$ cat config.mk
export PLATFORM = sky130hd
export DESIGN_NAME = pipe_stage_skid
export DESIGN_NICKNAME = d
export VERILOG_FILES = /design/src/rtl/pipe_stage_skid.sv
export SDC_FILE = /design/constraint.sdc
export NUM_CORES = 1
export LEC_CHECK = 0
export ABC_CLOCK_PERIOD_IN_PS = 2100
export CAP_MARGIN = 15
export CORE_ASPECT_RATIO = 1.75
export CORE_UTILIZATION = 45
export CTS_CLUSTER_DIAMETER = 120
export DETAILED_ROUTE_END_ITERATION = 7
export PLACE_DENSITY = 0.76
export SLEW_MARGIN = 20
export SYNTH_ARGS = -nofsm -noshare
export SYNTH_HDL_FRONTEND = slang
export SYNTH_SLANG_ARGS = --single-unit
$ cat constraint.sdc
create_clock -name clk_i -period 2.1 [get_ports clk_i]
set_clock_uncertainty 0.05 [all_clocks]
set_input_delay 0.42 -clock clk_i [delete_from_list [all_inputs] [get_ports clk_i]]
set_output_delay 0.42 -clock clk_i [all_outputs]
set_load 0.02 [all_outputs]
$ cat src/rtl/pipe_stage_skid.sv
// Elastic pipeline-stage register with a 2-entry skid buffer.
// The head beat lives in the main register and a second beat can park in the skid register,
// so ready_o is a function of registered state only. A synchronous flush empties the stage
// without touching the data registers. A saturating counter tracks downstream stall cycles.
module pipe_stage_skid #(
    parameter int unsigned DATA_W = 32,
    parameter int unsigned CTRL_W = 2,
    parameter int unsigned CNT_W  = 16
) (
    input  logic              clk_i,
    input  logic              rst_n_i,
    input  logic              flush_i,
    input  logic              valid_i,
    output logic              ready_o,
    input  logic [DATA_W-1:0] data_i,
    input  logic [CTRL_W-1:0] ctrl_i,
    output logic              valid_o,
    input  logic              ready_i,
    output logic [DATA_W-1:0] data_o,
    output logic [CTRL_W-1:0] ctrl_o,
    output logic [1:0]        count_o,
    output logic [CNT_W-1:0]  stall_cnt_o
);

    typedef enum logic [1:0] {
        StEmpty = 2'd0,
        StOne   = 2'd1,
        StFull  = 2'd2
    } state_e;

    localparam logic [CNT_W-1:0] StallMax = '1;

    state_e            state_q, state_d;
    logic [DATA_W-1:0] main_data_q, main_data_d;
    logic [CTRL_W-1:0] main_ctrl_q, main_ctrl_d;
    logic [DATA_W-1:0] skid_data_q, skid_data_d;
    logic [CTRL_W-1:0] skid_ctrl_q, skid_ctrl_d;
    logic [CNT_W-1:0]  stall_cnt_q, stall_cnt_d;

    logic acc;
    logic drn;

    // Handshake and outputs are gated by reset so the stage looks empty while held in reset.
    assign ready_o     = (state_q != StFull) & rst_n_i;
    assign valid_o     = (state_q != StEmpty) & rst_n_i;
    assign acc         = valid_i & ready_o;
    assign drn         = valid_o & ready_i;
    assign data_o      = rst_n_i ? main_data_q : '0;
    assign ctrl_o      = valid_o ? main_ctrl_q : '0;
    assign stall_cnt_o = stall_cnt_q;

    // Occupancy as a beat count.
    always_comb begin
        count_o = 2'd0;
        if (rst_n_i) begin
            unique case (state_q)
                StOne:   count_o = 2'd1;
                StFull:  count_o = 2'd2;
                default: count_o = 2'd0;
            endcase
        end
    end

    // Next-state and data-path selection; flush overrides any same-cycle accept or drain.
    always_comb begin
        state_d     = state_q;
        main_data_d = main_data_q;
        main_ctrl_d = main_ctrl_q;
        skid_data_d = skid_data_q;
        skid_ctrl_d = skid_ctrl_q;

        unique case (state_q)
            StEmpty: begin
                if (acc) begin
                    state_d     = StOne;
                    main_data_d = data_i;
                    main_ctrl_d = ctrl_i;
                end
            end
            StOne: begin
                if (acc && drn) begin
                    main_data_d = data_i;
                    main_ctrl_d = ctrl_i;
                end else if (acc) begin
                    state_d     = StFull;
                    skid_data_d = data_i;
                    skid_ctrl_d = ctrl_i;
                end else if (drn) begin
                    state_d = StEmpty;
                end
            end
            StFull: begin
                if (drn) begin
                    state_d     = StOne;
                    main_data_d = skid_data_q;
                    main_ctrl_d = skid_ctrl_q;
                end
            end
            default: state_d = StEmpty;
        endcase

        if (flush_i) begin
            state_d     = StEmpty;
            main_data_d = main_data_q;
            main_ctrl_d = main_ctrl_q;
            skid_data_d = skid_data_q;
            skid_ctrl_d = skid_ctrl_q;
        end
    end

    // Saturating count of cycles where a valid head is blocked downstream.
    always_comb begin
        stall_cnt_d = stall_cnt_q;
        if (valid_o && !ready_i && !flush_i && (stall_cnt_q != StallMax)) begin
            stall_cnt_d = stall_cnt_q + CNT_W'(1);
        end
    end

    // State and data registers with synchronous active-low reset.
    always_ff @(posedge clk_i) begin
        if (!rst_n_i) begin
            state_q     <= StEmpty;
            main_data_q <= '0;
            main_ctrl_q <= '0;
            skid_data_q <= '0;
            skid_ctrl_q <= '0;
            stall_cnt_q <= '0;
        end else begin
            state_q     <= state_d;
            main_data_q <= main_data_d;
            main_ctrl_q <= main_ctrl_d;
            skid_data_q <= skid_data_d;
            skid_ctrl_q <= skid_ctrl_d;
            stall_cnt_q <= stall_cnt_d;
        end
    end

endmodule

==> impl_metrics.json <==
{
  "hold_path.class": "reg -> reg",
  "insertion_delay_ns": 0.34,
  "gp_congestion": 0.871,
  "min_period_over_period": 0.971,
  "die-area_um2": 9080,
  "synth_common_cells": "dfxtp_1, a21oi_1, nand2_1, mux2i_1, and2_1",
  "async_flop_share": 0,
  "syn_nets": 501,
  "setup_viol": 0,
  "ant_nets": 0,
  "cts_tree": "built",
  "cts_buffer_depth": 2,
  "ir_drop_v": 0.000476,
  "start_util": 0.467,
  "cts_sinks": 86,
  "firstDrtPassIters": 4,
  "numCtsBuffers": 9,
  "power.density_nw_per_um2": 659,
  "drc_errors": 0,
  "place_hpwl_um": 7530,
  "fin_crit_ns": 2.04,
  "synth_area_leader_cell": "dfxtp_1",
  "max-cap-violations": 0,
  "status": "completed",
  "grt_pass1_vias": 3720,
  "yosys-top-cells-area": "dfxtp_1, a21oi_1, mux2i_1, nand2_1, a211oi_1",
  "synth_seq_cells": 86,
  "relSlewSlack": 0.676,
  "rsz0062_at_grt": "no",
  "placed_cells_incl_taps": 672,
  "routed.top_layer": "met4",
  "dieWidth_um": 72.5,
  "grtUsageTotal": 0.241,
  "hold_path_depth": 2,
  "crit_type": "reg -> out",
  "drt_iter0_markers": 215,
  "yosysMostFrequentCell": "dfxtp_1",
  "ff2ff_path_depth": 4,
  "routed_wl_um": 10600,
  "gr-total-overflow": 0,
  "startpoint_type": "flop",
  "p_leak_nw": 2.28,
  "nets": 608,
  "tns_ns": 0,
  "final_core_util": 0.651,
  "fmax_ghz": 0.491,
  "ioPinCount": 93,
  "cp_num_cells": 3,
  "wl_met1_um": 4210,
  "slew_viol_final": 0,
  "worst_pin_slew_ns": 0.486,
  "path_clk_slew_ns": 0.06,
  "core_um2": 8370,
  "finalNonFillerCells": 687,
  "synth.distinct_cells": 39,
  "cp_slowest_cell": "clkdlybuf4s50_1",
  "synth-main-ff-cell": "dfxtp_1",
  "synth_top_area_frac": 0.440,
  "cpPeakStageDelay_ns": 0.62,
  "wl_per_cell_um": 15.4,
  "port_buffers": 92,
  "grt_max_degree": 46,
  "path_buf_inv": 1,
  "crit_required_ns": 1.63,
  "drive_above_1_share": 0.122,
  "rows": 44,
  "crit_arrival_ns": 1.57,
  "die_h_um": 125,
  "cts-root-buf": "clkbuf_16",
  "grt_pass1_wl_um": 17100,
  "seq_area_frac_synth": 0.440,
  "antenna_found_initial": 0,
  "hold_viol_final": 0,
  "wl_met3_um": 413,
  "syn_area_um2": 3910,
  "synth_edf_count": 0,
  "path_common_cell": "nor2_1",
  "synthCells": 461,
  "critical_path.top_delay_family": "buffers and inverters",
  "n_antenna_cell": 0,
  "endpoint_kind": "output port",
  "wl_met2_um": 5590,
  "area_growth_pct": 39.3,
  "cp_max_fo": 9,
  "htree_levels": 3,
  "routed_via_density": 5.59,
  "avgSynthCellArea_um2": 8.48,
  "path_cells": "nor2_1, nor2_1, clkdlybuf4s50_1",
  "num_vias": 3842,
  "ys.warnings.count": 0
}
worst min-delay path, stage by stage (launching register included):
cell and delay [ns]:
dfxtp_1 0.31, nand2_1 0.05, a21oi_1 0.05
through the flow:
| stage | hold WS (ns) | total power (W) | instance area (um2) | setup slack [ns] |
|---|---|---|---|---|
| floorplan | 0.386 | 0.00193 | 3920 | 0.00689 |
| global placement | 0.391 | 0.00215 | 5210 | -0.472 |
| detailed placement | 0.396 | 0.00216 | 5210 | -0.498 |
| CTS | 0.404 | 0.00361 | 5440 | 0.0237 |
| global route | 0.423 | 0.00373 | 5450 | 0.0215 |
| finish | 0.403 | 0.00359 | 5450 | 0.0614 |
state kept, by name, summed over array words and instances, names as in the netlist:
signal / cells
skid_ctrl_q: 2
stall_cnt_o: 16
main_data_q: 32
main_ctrl_q: 2
skid_data_q: 32
state_q: 2
cells by family after synthesis:
kind of cell,after synthesis,synth area share
and+or+nand+nor,162,0.213
AOI/OAI and AO/OA,136,0.211
DFF,86,0.440
buffers and inverters,39,0.0381
muxes,37,0.0947
adders and majority gates,1,0.00320
per-layer routing:
metal	up-vias	GRT usage
met5	-	0
met4	0	0.143
met3	26	0.0346
met2	115	0.419
met1	1838	0.270
li1	1863	-
final timing paths:
path / from / to / slack, ns
worst max-delay path: state_q[1] / valid_o / 0.06
worst min-delay path: skid_data_q[9] / skid_data_q[9] / 0.40
worst max register to register: stall_cnt_o[3] / stall_cnt_o[13] / 0.17
worst min register to register: skid_data_q[9] / skid_data_q[9] / 0.40
placed cells by master, fill, tap and decap left out, types with 2 or more instances in the layout:
master | Yosys | routed
dfxtp_1 | 86 | 84
a21oi_1 | 80 | 80
nand2_1 | 77 | 77
clkdlybuf4s50_1 | 0 | 52
dlygate4sd2_1 | 0 | 38
buf_4 | 0 | 38
mux2i_1 | 37 | 37
and2_1 | 35 | 35
a211oi_1 | 34 | 34
clkbuf_16 | 0 | 9
or4_1 | 8 | 7
o31ai_1 | 6 | 6
nand3_1 | 5 | 5
nand4_1 | 5 | 5
nor3_1 | 5 | 5
nor2_1 | 6 | 4
o41ai_1 | 4 | 4
nor3b_1 | 4 | 3
and3_1 | 3 | 3
and4_1 | 3 | 3
o21ai_0 | 3 | 3
nand3b_1 | 2 | 2
nor2_2 | 0 | 2
o211a_1 | 2 | 2
o311ai_0 | 2 | 2
o21a_1 | 2 | 2
clkinvlp_4 | 0 | 2
clkbuf_8 | 0 | 2
buf_12 | 0 | 2
dfxtp_2 | 0 | 2
power breakdown:
part	switching [W]	leakage (nW)	internal, W	total, W
clock network	0.000626	0.131	0.000857	0.00148
logic	0.000210	1.45	0.000195	0.000405
registers	0.0000246	0.699	0.00168	0.00170
final cells by class:
cell class	instances	area [um2]
Sequential cell	86	1720
Inverter	2	7.51
Clock buffer	12	256
Multi-Input combinational cell	336	2080
Clock inverter	3	20.0
Tap cell	115	144
Timing Repair Buffer	133	1210
Fill cell	736	2920
timing repair:
action	4_1_cts	5_1_grt
setup buffers	0	0
resized for setup	43	3
endpoints found under the setup margin	48	8
gates cloned	0	0
hold buffers	0	0
pin swaps	2	0
Note: power is estimated with default switching activity, not from simulation.
